--- src/rtl/instr_fetch_unit.sv ---
// Instruction fetch unit: producer end of the core's instruction interface.
// Keeps the fetch PC, issues one-at-a-time req/ack reads to instruction memory,
// buffers returned words in a small FIFO and hands them downstream with
// valid/ready. Branch/jump redirects flush the FIFO and any in-flight fetch.
//
// Ports:
//   clk, reset                      system clock, synchronous active-high reset
//   imem_req, imem_addr             fetch request and word-aligned address
//   imem_ack, imem_rdata            memory response and returned word
//   redirect_valid, redirect_target taken branch/jump and its new PC
//   instr_valid, instr_ready        downstream handshake
//   instruction, instr_pc           instruction word (NOP when empty) and its PC
//
// State table:
//   IDLE  | no request outstanding; waiting for FIFO space
//   REQ   | request at fetch_pc outstanding; address held until ack
//   FLUSH | stale request outstanding; its ack is discarded
module instr_fetch_unit #(
  parameter logic [31:0] RESET_PC   = 32'h0000_0000,
  parameter int unsigned FIFO_DEPTH = 2
) (
  input  logic        clk,
  input  logic        reset,
  output logic        imem_req,
  output logic [31:0] imem_addr,
  input  logic        imem_ack,
  input  logic [31:0] imem_rdata,
  input  logic        redirect_valid,
  input  logic [31:0] redirect_target,
  output logic        instr_valid,
  input  logic        instr_ready,
  output logic [31:0] instruction,
  output logic [31:0] instr_pc
);

  localparam int unsigned     PTR_W   = $clog2(FIFO_DEPTH);
  localparam int unsigned     CNT_W   = PTR_W + 1;
  localparam logic [CNT_W-1:0] DEPTH_C = CNT_W'(FIFO_DEPTH);
  localparam logic [31:0]     NOP     = 32'h0000_0013;

  typedef enum logic [1:0] {
    IDLE  = 2'd0,
    REQ   = 2'd1,
    FLUSH = 2'd2
  } state_t;

  state_t            state_q, state_d;
  logic [31:0]       fetch_pc_q, fetch_pc_d;
  logic [31:0]       addr_q, addr_d;
  logic [31:0]       pc_mem   [FIFO_DEPTH];
  logic [31:0]       data_mem [FIFO_DEPTH];
  logic [PTR_W-1:0]  rd_ptr_q, wr_ptr_q;
  logic [CNT_W-1:0]  count_q;
  logic [CNT_W-1:0]  count_after_pop;
  logic [31:0]       last_pc_q;
  logic [31:0]       target;
  logic              ack, pop, push;

  // Low two bits of the target are discarded by the mask.
  assign target = redirect_target & 32'hFFFF_FFFC;
  // An ack with no request outstanding is meaningless and ignored.
  assign ack    = imem_ack && imem_req;
  assign pop    = instr_valid && instr_ready;

  // State register
  always_ff @(posedge clk) begin
    if (reset) begin
      state_q    <= IDLE;
      fetch_pc_q <= RESET_PC;
      addr_q     <= RESET_PC;
    end else begin
      state_q    <= state_d;
      fetch_pc_q <= fetch_pc_d;
      addr_q     <= addr_d;
    end
  end

  // Next state. Invariant: in REQ, addr_q == fetch_pc_q. Credit rule: a new
  // request is issued only if the FIFO, after this cycle's push/pop, has room
  // for its data.
  always_comb begin
    state_d         = state_q;
    fetch_pc_d      = fetch_pc_q;
    addr_d          = addr_q;
    push            = 1'b0;
    count_after_pop = count_q - CNT_W'(pop);
    if (redirect_valid) begin
      fetch_pc_d = target;
      unique case (state_q)
        IDLE: begin
          state_d = REQ;
          addr_d  = target;
        end
        REQ: begin
          if (ack) begin
            state_d = REQ;
            addr_d  = target;
          end else begin
            state_d = FLUSH;
          end
        end
        FLUSH: state_d = ack ? IDLE : FLUSH;
        default: state_d = IDLE;
      endcase
    end else begin
      unique case (state_q)
        IDLE: begin
          if (count_after_pop < DEPTH_C) begin
            state_d = REQ;
            addr_d  = fetch_pc_q;
          end
        end
        REQ: begin
          if (ack) begin
            push       = 1'b1;
            fetch_pc_d = fetch_pc_q + 32'd4;
            if (count_after_pop + CNT_W'(1) < DEPTH_C) begin
              addr_d = fetch_pc_q + 32'd4;
            end else begin
              state_d = IDLE;
            end
          end
        end
        FLUSH: begin
          if (ack) begin
            state_d = REQ;
            addr_d  = fetch_pc_q;
          end
        end
        default: state_d = IDLE;
      endcase
    end
  end

  // Outputs. No bypass: data is only visible once it sits in the FIFO.
  always_comb begin
    imem_req    = (state_q == REQ) || (state_q == FLUSH);
    imem_addr   = addr_q;
    instr_valid = (count_q != '0);
    instruction = NOP;
    instr_pc    = last_pc_q;
    if (count_q != '0) begin
      instruction = data_mem[rd_ptr_q];
      instr_pc    = pc_mem[rd_ptr_q];
    end
  end

  // FIFO control. A redirect empties it; a pop in that cycle is simply lost.
  always_ff @(posedge clk) begin
    if (reset) begin
      rd_ptr_q  <= '0;
      wr_ptr_q  <= '0;
      count_q   <= '0;
      last_pc_q <= '0;
    end else begin
      if (count_q != '0) last_pc_q <= pc_mem[rd_ptr_q];
      if (redirect_valid) begin
        rd_ptr_q <= '0;
        wr_ptr_q <= '0;
        count_q  <= '0;
      end else begin
        if (push) wr_ptr_q <= wr_ptr_q + PTR_W'(1);
        if (pop)  rd_ptr_q <= rd_ptr_q + PTR_W'(1);
        count_q <= count_q + CNT_W'(push) - CNT_W'(pop);
      end
    end
  end

  // FIFO storage (no reset needed; guarded by count_q).
  always_ff @(posedge clk) begin
    if (push) begin
      pc_mem[wr_ptr_q]   <= fetch_pc_q;
      data_mem[wr_ptr_q] <= imem_rdata;
    end
  end

  // The credit rule makes overflow unreachable.
  always_ff @(posedge clk) begin
    if (!reset && push && !pop) begin
      assert (count_q < DEPTH_C);
    end
  end

endmodule

--- config.mk ---
export PLATFORM = sky130hd
export DESIGN_NAME = instr_fetch_unit
export DESIGN_NICKNAME = d
export VERILOG_FILES = /design/src/rtl/instr_fetch_unit.sv
export SDC_FILE = /design/constraint.sdc
export NUM_CORES = 1
export LEC_CHECK = 0
export BUFFER_PORTS_ARGS = -buffer_cell sky130_fd_sc_hd__buf_4
export CAP_MARGIN = 5
export CORE_MARGIN = 1
export CORE_UTILIZATION = 55
export DETAILED_ROUTE_END_ITERATION = 6
export HOLD_SLACK_MARGIN = 0.06
export PLACE_DENSITY_LB_ADDON = 0.08
export SLEW_MARGIN = 10
export SYNTH_ARGS = -nofsm -noshare
export SYNTH_HDL_FRONTEND = slang
export SYNTH_SLANG_ARGS = --single-unit
--- constraint.sdc ---
create_clock -name clk -period 8 [get_ports clk]
set_input_delay 0.8 -clock clk [delete_from_list [all_inputs] [get_ports clk]]
set_output_delay 0.8 -clock clk [all_outputs]
set_load 0.02 [all_outputs]
=== Word level (Yosys, flattened, before mapping) ===
Memory sizes are Yosys's and may differ from the RTL's. A register that Yosys moved wholly into a read port is not among the register bits.
Index checks and enable logic that the tools add are counted.

* Multipliers: 0
* Div/mod/pow operators: 0
* Shifts and indexed selects: 0
* Magnitude comparators: 2
* Reductions and logical operators: 13
* Bitwise logic cells: 0
* Multiplexer cells: 31
* $add $sub $neg: 7
* Eq/ne operators: 9

{| class="wikitable"
|+ Operator list
! operator !! count
|-
| two-way mux 32 bit || 11
|-
| one-hot mux 32 bit (3 select lines) || 1
|-
| one-hot mux 32 bit (2 select lines) || 1
|-
| adder 32 x 3 -> 32 bit, second input constant || 1
|-
| inequality test 3 bit, second input constant || 5
|-
| two-way mux 2 bit || 7
|-
| one-hot mux 2 bit (3 select lines) || 2
|-
| two-way mux 1 bit || 9
|-
| AND reduction 6 bit || 1
|-
| nonzero test 2 bit || 3
|-
| < comparator 2 bit, second input constant || 2
|-
| AND reduction 2 bit || 2
|-
| AND reduction 4 bit || 1
|-
| subtractor 2 x 1 -> 2 bit || 2
|-
| inequality test 3 x 1 -> 1 bit, second input constant || 1
|-
| nonzero test 3 bit || 1
|-
| adder 1 bit, second input constant || 2
|-
| adder 2 x 1 -> 2 bit || 1
|-
| adder 2 x 1 -> 2 bit, second input constant || 1
|-
| equality test 2 x 1 -> 1 bit, second input constant || 1
|-
| equality test 2 bit, second input constant || 1
|-
| logical AND 1 bit || 2
|-
| logical NOT 2 bit || 1
|-
| inequality test 2 bit, second input constant || 1
|-
| other kinds (2) || 2
|}

* Output and inout bits: 98
* Latch bits: 0
* Memories: 2
* Input bits: 69
* Bits in writable memories: 128
* Memory bits (read-only): 0
* Register bits after elaboration: 102

{| class="wikitable"
|+ Memory list
! name !! words !! bits a word !! rd ports !! clocked after memory_dff !! wr ports !! line !! text
|-
| data_mem || 2 || 32 || 1 || 1 || 1 || 51 || <nowiki>logic [31:0] data_mem [FIFO_DEPTH];</nowiki>
|-
| pc_mem || 2 || 32 || 1 || 1 || 1 || 50 || <nowiki>logic [31:0] pc_mem [FIFO_DEPTH];</nowiki>
|}

=== Longest topological paths before layout ===
Gate-level depths: netlist (run 1).

* Word-level depth: 9
* Gate-level depth with buffers: 11
* Mapped depth without buffers: 10

=== Least setup slack after synthesis (run 1) ===
No wires, ideal clock.

* Path kind: input port to flip-flop
* Start point: in redirect_valid
* End point: mem data_mem[0][0] (enable)
* Setup time: 482 ps
* Stages: 4
* Path slack: 3675 ps
* Required time: 7518 ps
* Buffers on the path: 1
* Data arrival time: 3843 ps
* Cell sequence: clkbuf_1 nor2b_1 nand2_1 nor2_1

* Cells in the longest elaborated chain, start to end: 3

{| class="wikitable"
|+ RTL lines
! element !! line !! text
|-
| from (decl) || 28 || <nowiki>input logic redirect_valid,</nowiki>
|-
| two-way mux 1 bit || 87 || <nowiki>if (redirect_valid) begin</nowiki>
|-
| two-way mux 1 bit || 171 || <nowiki>if (push) begin</nowiki>
|-
| two-way mux 1 bit (implied by the code) || 173 || <nowiki>data_mem[wr_ptr_q] <= imem_rdata;</nowiki>
|-
| to (decl) || 51 ||
|}

No other way between the ends.

=== Final worst setup path (run 1) ===
* Start point: reg state_q[1]
* End point: reg fetch_pc_q[24]

* Cells in the longest elaborated chain, start to end: 5
* Elaborated cells between the ends (all ways): 7
* Classes of those cells: eq/ne (2); reduce/logical (5)

{| class="wikitable"
|+ RTL lines
! element !! line !! text
|-
| from (decl) || 47 || <nowiki>state_t state_q, state_d;</nowiki>
|-
| from (signal assigned) || 72 || <nowiki>state_q <= state_d;</nowiki>
|-
| equality test 2 x 1 -> 1 bit or equality test 2 bit (tied branches) || 106, 137 ||
|-
| logical OR 1 bit || 137 || <nowiki>imem_req = (state_q == REQ) || (state_q == FLUSH);</nowiki>
|-
| logical AND 1 bit || 62 || <nowiki>assign ack = imem_ack && imem_req;</nowiki>
|-
| nonzero test 2 bit (no line) || - ||
|-
| AND reduction 2 bit (no line) * || - ||
|-
| to (signal assigned) || 73 || <nowiki>fetch_pc_q <= fetch_pc_d;</nowiki>
|-
| to (decl) || 48 || <nowiki>logic [31:0] fetch_pc_q, fetch_pc_d;</nowiki>
|}

Mark *: on every way between the ends. The rest lies on a longest branch, timed or not.
A chain may end at the register's enable or synchronous reset.

==> flow_summary_export.csv, run 1 <==
group,metric,value,unit
final_layout,multiInputGateArea,3510,um^2
grt,antenna_found_initial,0,
outcome,run_status,"finished, final reports clean",
cts,clk_latency,0.49,ns
timing,final_max_slew_viol_count,0,
final_layout,area_growth,21.8,%
setup_path,cp_max_fo,24,
synthesis,ys_warn_count,0,
power,swShare,23.8,%
routing,drt_pass1_iterations,5,
synthesis,postSynthCellCount,854,
setup_path,worstPathArrival,3.84,ns
setup_path,path_buf_inv,1,
setup_path,cp.depth,8,
power,internal-power,2.01,mW
power,p_switching,0.629,mW
power,p_seq_share,49.4,%
floorplan,initial_core_util,56.8,%
synthesis,synthArstFlopShare,0,%
power,power_leakage,4.23,nW
cts,cts-buffers-inserted,22,
final_layout,seq_area,5710,um^2
timing,rsz0062_at_grt,"false",
timing,fin_crit_sh,42.9,%
timing,setup_viol,0,
cts,clkTransAtPathRegs,0.07,ns
timing,finClkSkew,0.0116,ns
timing,relSlewSlack,25.2,%
cts,clock_sinks,223,
setup_path,startpoint_type,"flip-flop",
synthesis,synth_cell_types,54,
synthesis,postSynthAreaPerCell,11.1,um^2
routing,vias,6736,
floorplan,die_w,133,um
grt,grt_max_degree,95,
setup_path,crit_family,"simple AND/OR/NAND/NOR gates",
cts,ctsHoldBuffers,0,
floorplan,pin_count,167,
power,ir_worst_vdd,0.000199,V
worst_hold_path,holdPathStages,2,
timing,hold_viol_final,0,
final_layout,diodes,0,
power,clockPowerShare,39.6,%
routing,wl_per_cell,16.6,um
synthesis,mappedNetlistArea,9490,um^2
setup_path,crit_type,"reg2reg",
timing,tns,0,ns
routing,drc,0,
place,portBuffers,162,
final_layout,fillers,1251,
setup_path,worstRegToRegCells,8,
timing,min_period,3.43,ns
grt,grt_pass1_vias,6506,
final_layout,layout.nets,1058,
timing,timing.hold.ws,0.460,ns
routing,via_per_inst,5.53,
routing,first_iter_violations,525,
floorplan,dieHeight,133,um
cts,cts_resized,0,
timing,max_freq,291,MHz
floorplan,core,16700,um^2
grt,groute.usage.overall,22.8,%
synthesis,ys_ff_latch,223,
setup_path,crit_required,8.41,ns
flow_run,drv_cap,0,
place,dp_hpwl,13200,um
cts,cts-root-buf,"clkbuf_16",
worst_hold_path,worstHoldPathType,"reg2reg",
final_layout,drive_gt1_share,21.4,%
timing,tightest_slew,1.12,ns
routing,ant_nets,0,
place,gp_congestion,0.928,
setup_path,worstPathCellList,"inv_1 > ha_1 > nand3_1 > nor2_1 > nand2b_1 > or3_1 > xor2_1 > a211oi_1",
grt,grt_pass1_wl,32700,um
setup_path,slowest_stage,"ha_1",
floorplan,die_area,17800,um^2
power,pwr-share-comb,10.9,%
synthesis,ys_seq_area_share,60.1,%
routing,routed_wirelength,20300,um
cts,post-cts-setup-buffers,0,
setup_path,endpoint_kind,"flip-flop",
setup_path,critPathMaxStageDelay,0.74,ns
synthesis,ys.flop_type,"edfxtp_1",
synthesis,synth_edf_count,124,
cts,cts_buffer_depth,3,
cts,cts_tree,"yes",
cts,htreeDepth,1,
grt,grt-ovfl-total,0,
floorplan,rows,47,
power,p_per_area,229,nW/um^2
## flip-flops by register name, summed over array words and instances (netlist names), named ones only
register	flops
pc_mem	60
count_q	2
imem_addr	30
fetch_pc_q	30
data_mem	64
rd_ptr_q	1
state_q	2
last_pc_q	32
wr_ptr_q	1
## worst min-delay path, cell delays in order (launching register included)
cell	delay, ns
dfxtp_1	0.32
nand2_1	0.05
a21oi_1	0.05
## synthesized netlist by cell type (2+ instances only)
library cell | number | share of area (%)
edfxtp_1 | 124 | 39
dfxtp_1 | 99 | 21
nand2_1 | 79 | 3.1
nor2_1 | 75 | 3.0
mux2i_1 | 63 | 6.6
clkbuf_1 | 53 | 2.1
o21ai_0 | 43 | 2.3
and2_1 | 33 | 2.2
xnor2_1 | 32 | 3.0
nand3_1 | 30 | 1.6
a21oi_1 | 29 | 1.5
nor3_1 | 23 | 1.2
xor2_1 | 22 | 2.0
nand2b_1 | 14 | 0.92
inv_1 | 13 | 0.51
o211ai_1 | 13 | 1.0
a211oi_1 | 11 | 0.87
nand4_1 | 9 | 0.59
nor4_1 | 9 | 0.59
o41ai_1 | 9 | 0.83
and3_1 | 6 | 0.40
ha_1 | 6 | 0.79
buf_1 | 5 | 0.20
o21a_1 | 5 | 0.40
a21boi_0 | 4 | 0.32
or3_1 | 4 | 0.26
a221oi_1 | 3 | 0.28
a222oi_1 | 3 | 0.32
buf_2 | 3 | 0.16
or4_1 | 3 | 0.24
a311oi_1 | 2 | 0.18
and4_1 | 2 | 0.18
buf_4 | 2 | 0.16
o211a_1 | 2 | 0.21
o311ai_0 | 2 | 0.18
## worst paths after layout
check | startpoint | to | slack, ns
worst min-delay path | imem_addr[6]$_SDFFE_PP0P_ | imem_addr[6]$_SDFFE_PP0P_ | 0.46
worst max-delay path | state_q[1]$_SDFFE_PP0P_ | fetch_pc_q[24]$_SDFFE_PP0P_ | 4.57
worst min register to register | imem_addr[6]$_SDFFE_PP0P_ | imem_addr[6]$_SDFFE_PP0P_ | 0.46
worst max register to register | state_q[1]$_SDFFE_PP0P_ | fetch_pc_q[24]$_SDFFE_PP0P_ | 4.57
## cell families (layout without fill, tap and decap cells)
group,count (synthesis),after routing,share of synthesized area [%]
fa+ha+maj,6,6,0.791
xor+xnor,54,54,4.98
compound gates,136,136,9.30
other cells,1,2,0.0395
flops,223,223,60.1
mux,63,63,6.64
simple gates,294,294,15.0
buf+inv,77,221,3.18
## cell type report
type                       count  share of cell area, %
sequential                   223                   49.4
clock inverter                11                  0.974
inverter                      13                  0.422
tap                          220                   2.38
clock buffer                  29                   5.61
timing repair buffer         168                   10.9
multi-input combinational    555                   30.3
## per-layer routing
layer	vias up	track usage (%)	wire length (um)	part of all wire, %
met4	0	5.93	370	1.8
met2	246	38.0	9620	47
met1	3142	31.3	9000	44
li1	3316	-	-	-
met3	32	3.27	1280	6.3
met5	-	0	0	0
## power by group through the flow
stage | Combinational (mW) | Clock, mW | Sequential [mW]
after detailed placement | 0.289 | 0 | 1.33
after CTS | 0.290 | 1.07 | 1.31
final | 0.289 | 1.05 | 1.31
after global routing | 0.314 | 1.12 | 1.31
after global placement | 0.280 | 0 | 1.33
after floorplan | 0.157 | 0 | 1.34
## cells in the final DEF (no fill, tap or decap), types with 3 or more instances in the layout
cell / instances
and2_1: 33
buf_4: 168
nand3_1: 30
clkbuf_16: 23
a21oi_1: 29
inv_1: 13
a221oi_1: 3
o21ai_0: 43
or3_1: 4
ha_1: 6
edfxtp_1: 124
dfxtp_1: 98
or4_1: 3
nand4_1: 9
nand2b_1: 14
nor2_1: 73
o211ai_1: 13
o41ai_1: 9
clkbuf_8: 5
mux2i_1: 63
xor2_1: 22
nor4_1: 9
a211oi_1: 11
xnor2_1: 32
a222oi_1: 3
nand2_1: 79
o21a_1: 5
a21boi_0: 4
clkinv_2: 5
and3_1: 5
nor3_1: 23
## per-stage QoR
stage	power, mW	cell area, um^2	util, %	worst slack, ns	std cells
2_1_floorplan	1.50	9500	-	3.67	855
4_1_cts	2.67	11600	69.2	4.72	1219
5_1_grt	2.74	11600	69.2	4.37	1219
3_5_place_dp	1.62	10800	64.7	4.53	1179
3_3_place_gp	1.61	10800	64.7	4.60	1179
6_report	2.64	11600	69.2	4.57	1219
No activity file was read; power rests on OpenSTA's default activity.
==> run 2, diff against run 1 <==
ABC_AREA = 1   (was unset)
clock period = 3.6 ns   (was 8 ns; I/O delays follow)
==> run 2 against run 1 <==
  * Critical path depth shrank 3
  * Global-route usage up 4.9 points
  * Core utilization up 1.4 points
  * Flip-flop and latch count unchanged
  * Final area up 6.4%
  * Power grew 130%
  * Wire length is 26% higher
  * Via count grew 25%
  * Area after synthesis rose by 4.2%
  * Final cell count rose by 29%
  * Combinational power increased to 2.9 times the previous value
  * Clock skew shrank 0.0043 ns
  * Largest cell class unchanged
==> flow_summary_export.csv, run 2 <==
group,metric,value,unit
final_layout,drive_gt1_share,16.2,%
cts,clk_latency,0.51,ns
place,dpl_cell_area,11300,um^2
final_layout,area_growth,24.3,%
setup_path,crit_type,"reg2out",
setup_path,crit_family,"buffers and inverters",
synthesis,ys_warn_count,0,
floorplan,die_w,136,um
final_layout,fin_util,70.6,%
synthesis,synth_common_cells,"nand2_1, a21oi_1, edfxtp_1",
grt,grt-ovfl-total,0,
timing,max_freq,384,MHz
worst_hold_path,worstHoldPathType,"in2reg",
grt,grt_max_degree,72,
final_layout,fillers,1417,
floorplan,core,17400,um^2
timing,tightest_slew,0.801,ns
cts,cts_buffer_depth,3,
synthesis,postSynthCellCount,1157,
routing,ant_nets,0,
grt,groute.usage.overall,27.7,%
routing,drc,0,
setup_path,cp_max_fo,48,
cts,htreeDepth,1,
setup_path,path_buf_inv,3,
grt,grt_pass1_wl,39800,um
place,dp_hpwl,15900,um
final_layout,fin_cells,1577,
final_layout,largest_register_ffs,64,
synthesis,synthArstFlopShare,0,%
timing,setup_viol,0,
grt,use_met2,46.1,%
timing,finClkSkew,0.00732,ns
timing,min_period,2.61,ns
power,ir_worst_vdd,0.000412,V
final_layout,reg_top3,"data_mem x64, pc_mem x60, last_pc_q x32",
synthesis,ys_seq_area_share,57.7,%
synthesis,synth_top_area_share,37.6,%
final_layout,final_cell_mix,"nand2_1, buf_4, a21oi_1",
final_layout,postLayoutCellArea,12300,um^2
final_layout,diodes,0,
setup_path,endpoint_kind,"output port",
floorplan,initial_core_util,56.8,%
floorplan,pin_count,167,
grt,antenna_found_initial,0,
routing,via_per_inst,5.36,
final_layout,top_register,"data_mem",
synthesis,synth_edf_count,124,
final_layout,layout.nets,1409,
grt,top_usage_layer,"met2",
setup_path,critPathMaxStageDelay,0.54,ns
setup_path,worstPathCellList,"clkinv_1 > buf_4 > nand2_1 > a21oi_1 > buf_4",
routing,vias,8447,
cts,ctsHoldBuffers,32,
place,portBuffers,162,
synthesis,synth_top_area_cell,"edfxtp_1",
timing,fin_crit_sh,72.4,%
setup_path,startpoint_type,"flip-flop",
cts,cts_tree,"yes",
worst_hold_path,hp-start,"redirect_target[9]",
routing,wl_per_cell,16.2,um
cts,cts-buffers-inserted,24,
routing,routed_wirelength,25500,um
setup_path,crit_required,3.24,ns
final_layout,final_common_cell,"nand2_1",
grt,grt_use_met1,38.2,%
place,placed_cells,1501,
setup_path,cp_common_cell,"buf_4",
floorplan,die_area,18500,um^2
synthesis,mappedNetlistArea,9890,um^2
power,p_per_area,487,nW/um^2
synthesis,synth.area.top_cells,"edfxtp_1, dfxtp_1, nand2_1, a21oi_1, nor2_1",
cts,clock_sinks,223,
grt,use_met3,3.62,%
outcome,run_status,"finished, final reports clean",
setup_path,regToRegStartpoint,"state_q[0]$_SDFFE_PP0P_",
synthesis,postSynthAreaPerCell,8.55,um^2
cts,clkTransAtPathRegs,0.06,ns
setup_path,slowest_stage,"buf_4",
place,gp_congestion,0.898,
timing,relSlewSlack,46.6,%
cts,post-cts-setup-buffers,0,
cts,cts_resized,0,
synthesis,ys_ff_latch,223,
timing,rsz0062_at_grt,"false",
timing,hold_viol_final,0,
routing,first_iter_violations,745,
timing,final_max_slew_viol_count,0,
routing,drt_pass1_iterations,5,
floorplan,rows,48,
timing,tns,0,ns
flow_run,drv_cap,0,
synthesis,synth_cell_types,33,
cts,cts-root-buf,"clkbuf_16",
power,power_leakage,5.05,nW
grt,grt_pass1_vias,7873,
setup_path,worstPathArrival,2.25,ns
floorplan,dieHeight,136,um
synthesis,synthMostInstantiatedCell,"nand2_1",
synthesis,ys.flop_type,"edfxtp_1",
-- run 2: path summary, 6_finish.rpt --
check,end,slack (ns),depth (start not counted)
max,instr_pc[22],0.99,5
min,fetch_pc_q[9]$_SDFFE_PP0P_,0.15,3
max reg2reg,imem_addr[4]$_SDFFE_PP0P_,1.26,9
min reg2reg,last_pc_q[0]$_SDFF_PP0_,0.45,2
-- run 2: where the power goes --
part	internal, mW	switching [mW]
logic	0.325	0.505
clock network	1.28	0.971
registers	2.81	0.0947
-- run 2: cells by family (layout without fill, tap and decap cells) --
family / after synthesis / in the layout / share of synthesized area, %
other: 1 / 2 / 0.0379
buffers and inverters: 149 / 343 / 6.18
AO/OA/AOI/OAI: 231 / 231 / 12.2
flip-flops: 223 / 223 / 57.7
adder cells (fa/ha/maj): 6 / 6 / 0.759
AND/OR/NAND/NOR: 533 / 533 / 21.9
XOR/XNOR: 14 / 14 / 1.24
-- run 2: metal layers --
| layer | part of all wire (%) | wire length, um |
|---|---|---|
| met5 | 0 | 0 |
| met4 | 2.0 | 518 |
| met3 | 7.2 | 1840 |
| met2 | 47 | 12100 |
| met1 | 43 | 11100 |
-- run 2: per-stage QoR --
| stage | power (mW) | hold WS (ns) | setup slack [ns] |
|---|---|---|---|
| final | 5.98 | 0.150 | 0.994 |
| after global routing | 6.20 | 0.142 | 0.866 |
| after detailed placement | 3.75 | 0.435 | 1.27 |
| after global placement | 3.74 | 0.431 | 1.32 |
| after CTS | 6.01 | 0.138 | 0.987 |
| after floorplan | 3.44 | 0.422 | 0.633 |
-- run 2: worst reg2reg max path, cell delays in order, from the launching register on --
cell and delay (ns):
dfxtp_1 0.39, inv_1 0.08, ha_1 0.30, nand2_1 0.11, nand2_1 0.10, nor2_1 0.06
a21oi_4 0.25, nand3_4 0.54, o21ai_1 0.35, nor2_1 0.06
-- run 2: layout make-up --
type / instances / area (um^2) / area share, %
clock buffer: 35 / 662 / 5.38
timing repair buffer: 205 / 1640 / 13.4
multi-input combinational: 786 / 3600 / 29.3
tap: 225 / 282 / 2.29
clock inverter: 9 / 52.6 / 0.427
inverter: 94 / 353 / 2.87
sequential: 223 / 5710 / 46.4
==> run 3, diff against run 2 <==
clock period = 2.6 ns   (was 3.6 ns; I/O delays follow)
==> run 3 against run 2 <==
  * Critical path depth increased by 1
  * Core utilization increased by 1.9 points
  * Wire length decreased by 0.40%
  * Count of clock-buffer cells in the layout increased by 2
  * Register-to-register slack got worse by 0.82 ns
  * Critical endpoint is now instr_pc[30]
  * Power increased by 44%
  * Clock skew increased by 0.0059 ns
  * Non-clock buffer count increased by 24
  * Highest routed layer unchanged
  * Worst hold slack got worse by 0.074 ns
  * Flip-flop and latch count unchanged
==> flow_summary_export.csv, run 3 (synthesized netlist as in run 2, its figures left out) <==
group,metric,value,unit
final_layout,layout.nets,1433,
power,pwr-share-comb,13.8,%
cts,cts-root-buf,"clkbuf_16",
final_layout,largest_register_ffs,64,
setup_path,crit_family,"buffers and inverters",
power,p_switching,2.18,mW
worst_hold_path,hp-start,"redirect_target[6]",
place,placed_cells,1511,
final_layout,seq_area,5710,um^2
timing,final_max_slew_viol_count,0,
grt,grt_pass1_vias,7831,
setup_path,worstRegToRegCells,10,
place,dp_hpwl,16300,um
setup_path,crit_required,2.34,ns
routing,drt_pass1_iterations,6,
flow_run,drv_cap,0,
final_layout,top_register,"data_mem",
power,internal-power,6.41,mW
outcome,run_status,"finished, final reports clean",
setup_path,endpoint_kind,"output port",
power,p_seq_share,46.9,%
cts,cts_tree,"yes",
setup_path,critPathMaxStageDelay,0.37,ns
floorplan,pin_count,167,
final_layout,fin_cells,1601,
timing,hold_viol_final,0,
final_layout,area_growth,27.6,%
grt,antenna_found_initial,0,
cts,cts_resized,0,
grt,use_met2,45.6,%
timing,tightest_slew,0.849,ns
floorplan,dieHeight,136,um
routing,wl_per_cell,15.9,um
cts,htreeDepth,1,
routing,vias,8504,
setup_path,cp_max_fo,33,
grt,use_met3,2.87,%
worst_hold_path,holdPathStages,3,
timing,rsz0062_at_grt,"false",
final_layout,reg_top3,"data_mem x64, pc_mem x60, last_pc_q x32",
routing,ant_nets,0,
setup_path,worstPathCellList,"nor2_4 > buf_12 > buf_4 > a21oi_1 > a21oi_1 > buf_4",
floorplan,die_w,136,um
timing,setup_viol,0,
cts,cts_buffer_depth,3,
timing,min_period,2.44,ns
setup_path,r2r-end,"imem_addr[2]$_SDFFE_PP0P_",
floorplan,core,17400,um^2
routing,first_iter_violations,593,
final_layout,diodes,0,
setup_path,crit_type,"reg2out",
routing,routed_wirelength,25400,um
grt,grt_pass1_wl,39700,um
setup_path,startpoint_type,"flip-flop",
setup_path,slowest_stage,"dfxtp_1",
power,p_per_area,680,nW/um^2
place,portBuffers,162,
worst_hold_path,worstHoldPathType,"in2reg",
timing,max_freq,410,MHz
setup_path,worstPathArrival,2.18,ns
grt,top_usage_layer,"met2",
routing,via_per_inst,5.31,
floorplan,die_area,18500,um^2
place,gp_congestion,0.904,
final_layout,drive_gt1_share,17.0,%
power,swShare,25.4,%
power,clockPowerShare,39.3,%
grt,grt-ovfl-total,0,
timing,finClkSkew,0.0132,ns
cts,cts-buffers-inserted,24,
final_layout,fillers,1338,
power,ir_worst_vdd,0.000639,V
timing,relSlewSlack,43.3,%
final_layout,final_cell_mix,"nand2_1, buf_4, a21oi_1",
power,power.total,8.59,mW
cts,clkTransAtPathRegs,0.06,ns
power,power_leakage,5.22,nW
floorplan,rows,48,
worst_hold_path,min_to,"fetch_pc_q[6]$_SDFFE_PP0P_",
final_layout,multiInputGateArea,3600,um^2
setup_path,path_buf_inv,3,
setup_path,rrSetupSlack,0.44,ns
final_layout,final_common_cell,"nand2_1",
grt,groute.usage.overall,27.5,%
floorplan,initial_core_util,56.8,%
cts,clock_sinks,223,
routing,drc,0,
grt,grt_max_degree,53,
final_layout,fin_util,72.5,%
timing,fin_crit_sh,93.7,%
setup_path,regToRegStartpoint,"state_q[0]$_SDFFE_PP0P_",
grt,grt_use_met1,38.4,%
timing,tns,0,ns
cts,clk_latency,0.51,ns
## run 3: cell type report
class,instances,share of cell area [%]
clock inverters,7,0.575
multi-input cells,786,28.5
well taps,225,2.23
repair buffers,229,14.9
flip-flops and latches,223,45.2
inverters,94,2.79
clock buffers,37,5.78
## run 3: tightest hold or removal path, stage by stage
cell and delay, ns:
buf_4 0.11, nand2_1 0.09, a31oi_1 0.08
## run 3: timing repair
item,in CTS,in global routing
hold endpoints to repair,78,0
hold buffers,46,0
setup buffers,0,0
## run 3: per-layer routing
layer | vias to the layer above | part of all wire, %
met5 | - | 0
met4 | 0 | 2.2
met3 | 41 | 7.3
met2 | 350 | 48
met1 | 3926 | 43
li1 | 4187 | -
## run 3: how the worst max path moves through the flow
stage                            start                    endpoint  slack, ns  cells after the start
6_report         count_q[1]$_SDFF_PP0_                instr_pc[30]       0.16                      6
5_1_grt          count_q[1]$_SDFF_PP0_                instr_pc[30]       0.03                      6
4_1_cts          count_q[1]$_SDFF_PP0_                instr_pc[30]       0.12                      6
3_5_place_dp   state_q[0]$_SDFFE_PP0P_  imem_addr[12]$_SDFFE_PP0P_       0.45                     11
3_3_place_gp   state_q[0]$_SDFFE_PP0P_  imem_addr[13]$_SDFFE_PP0P_       0.52                     11
2_1_floorplan  state_q[1]$_SDFFE_PP0P_    data_mem[1][0]$_DFFE_PP_       0.31                      6
## run 3: power groups by stage
| stage | clock (mW) | combinational (mW) | sequential, mW |
|---|---|---|---|
| 5_1_grt | 3.55 | 1.30 | 4.04 |
| 4_1_cts | 3.42 | 1.18 | 4.02 |
| 3_3_place_gp | 0 | 1.11 | 4.09 |
| 2_1_floorplan | 0 | 0.621 | 4.14 |
| 6_report | 3.38 | 1.19 | 4.03 |
| 3_5_place_dp | 0 | 1.12 | 4.10 |
## run 3: metrics by stage
stage          setup slack [ns]  hold slack [ns]  instance area (um^2)
2_1_floorplan             0.310            0.337                  9910
3_3_place_gp              0.522            0.435                 11400
3_5_place_dp              0.455            0.438                 11400
4_1_cts                   0.124           0.0607                 12600
5_1_grt                  0.0303           0.0817                 12600
6_report                  0.163           0.0758                 12600
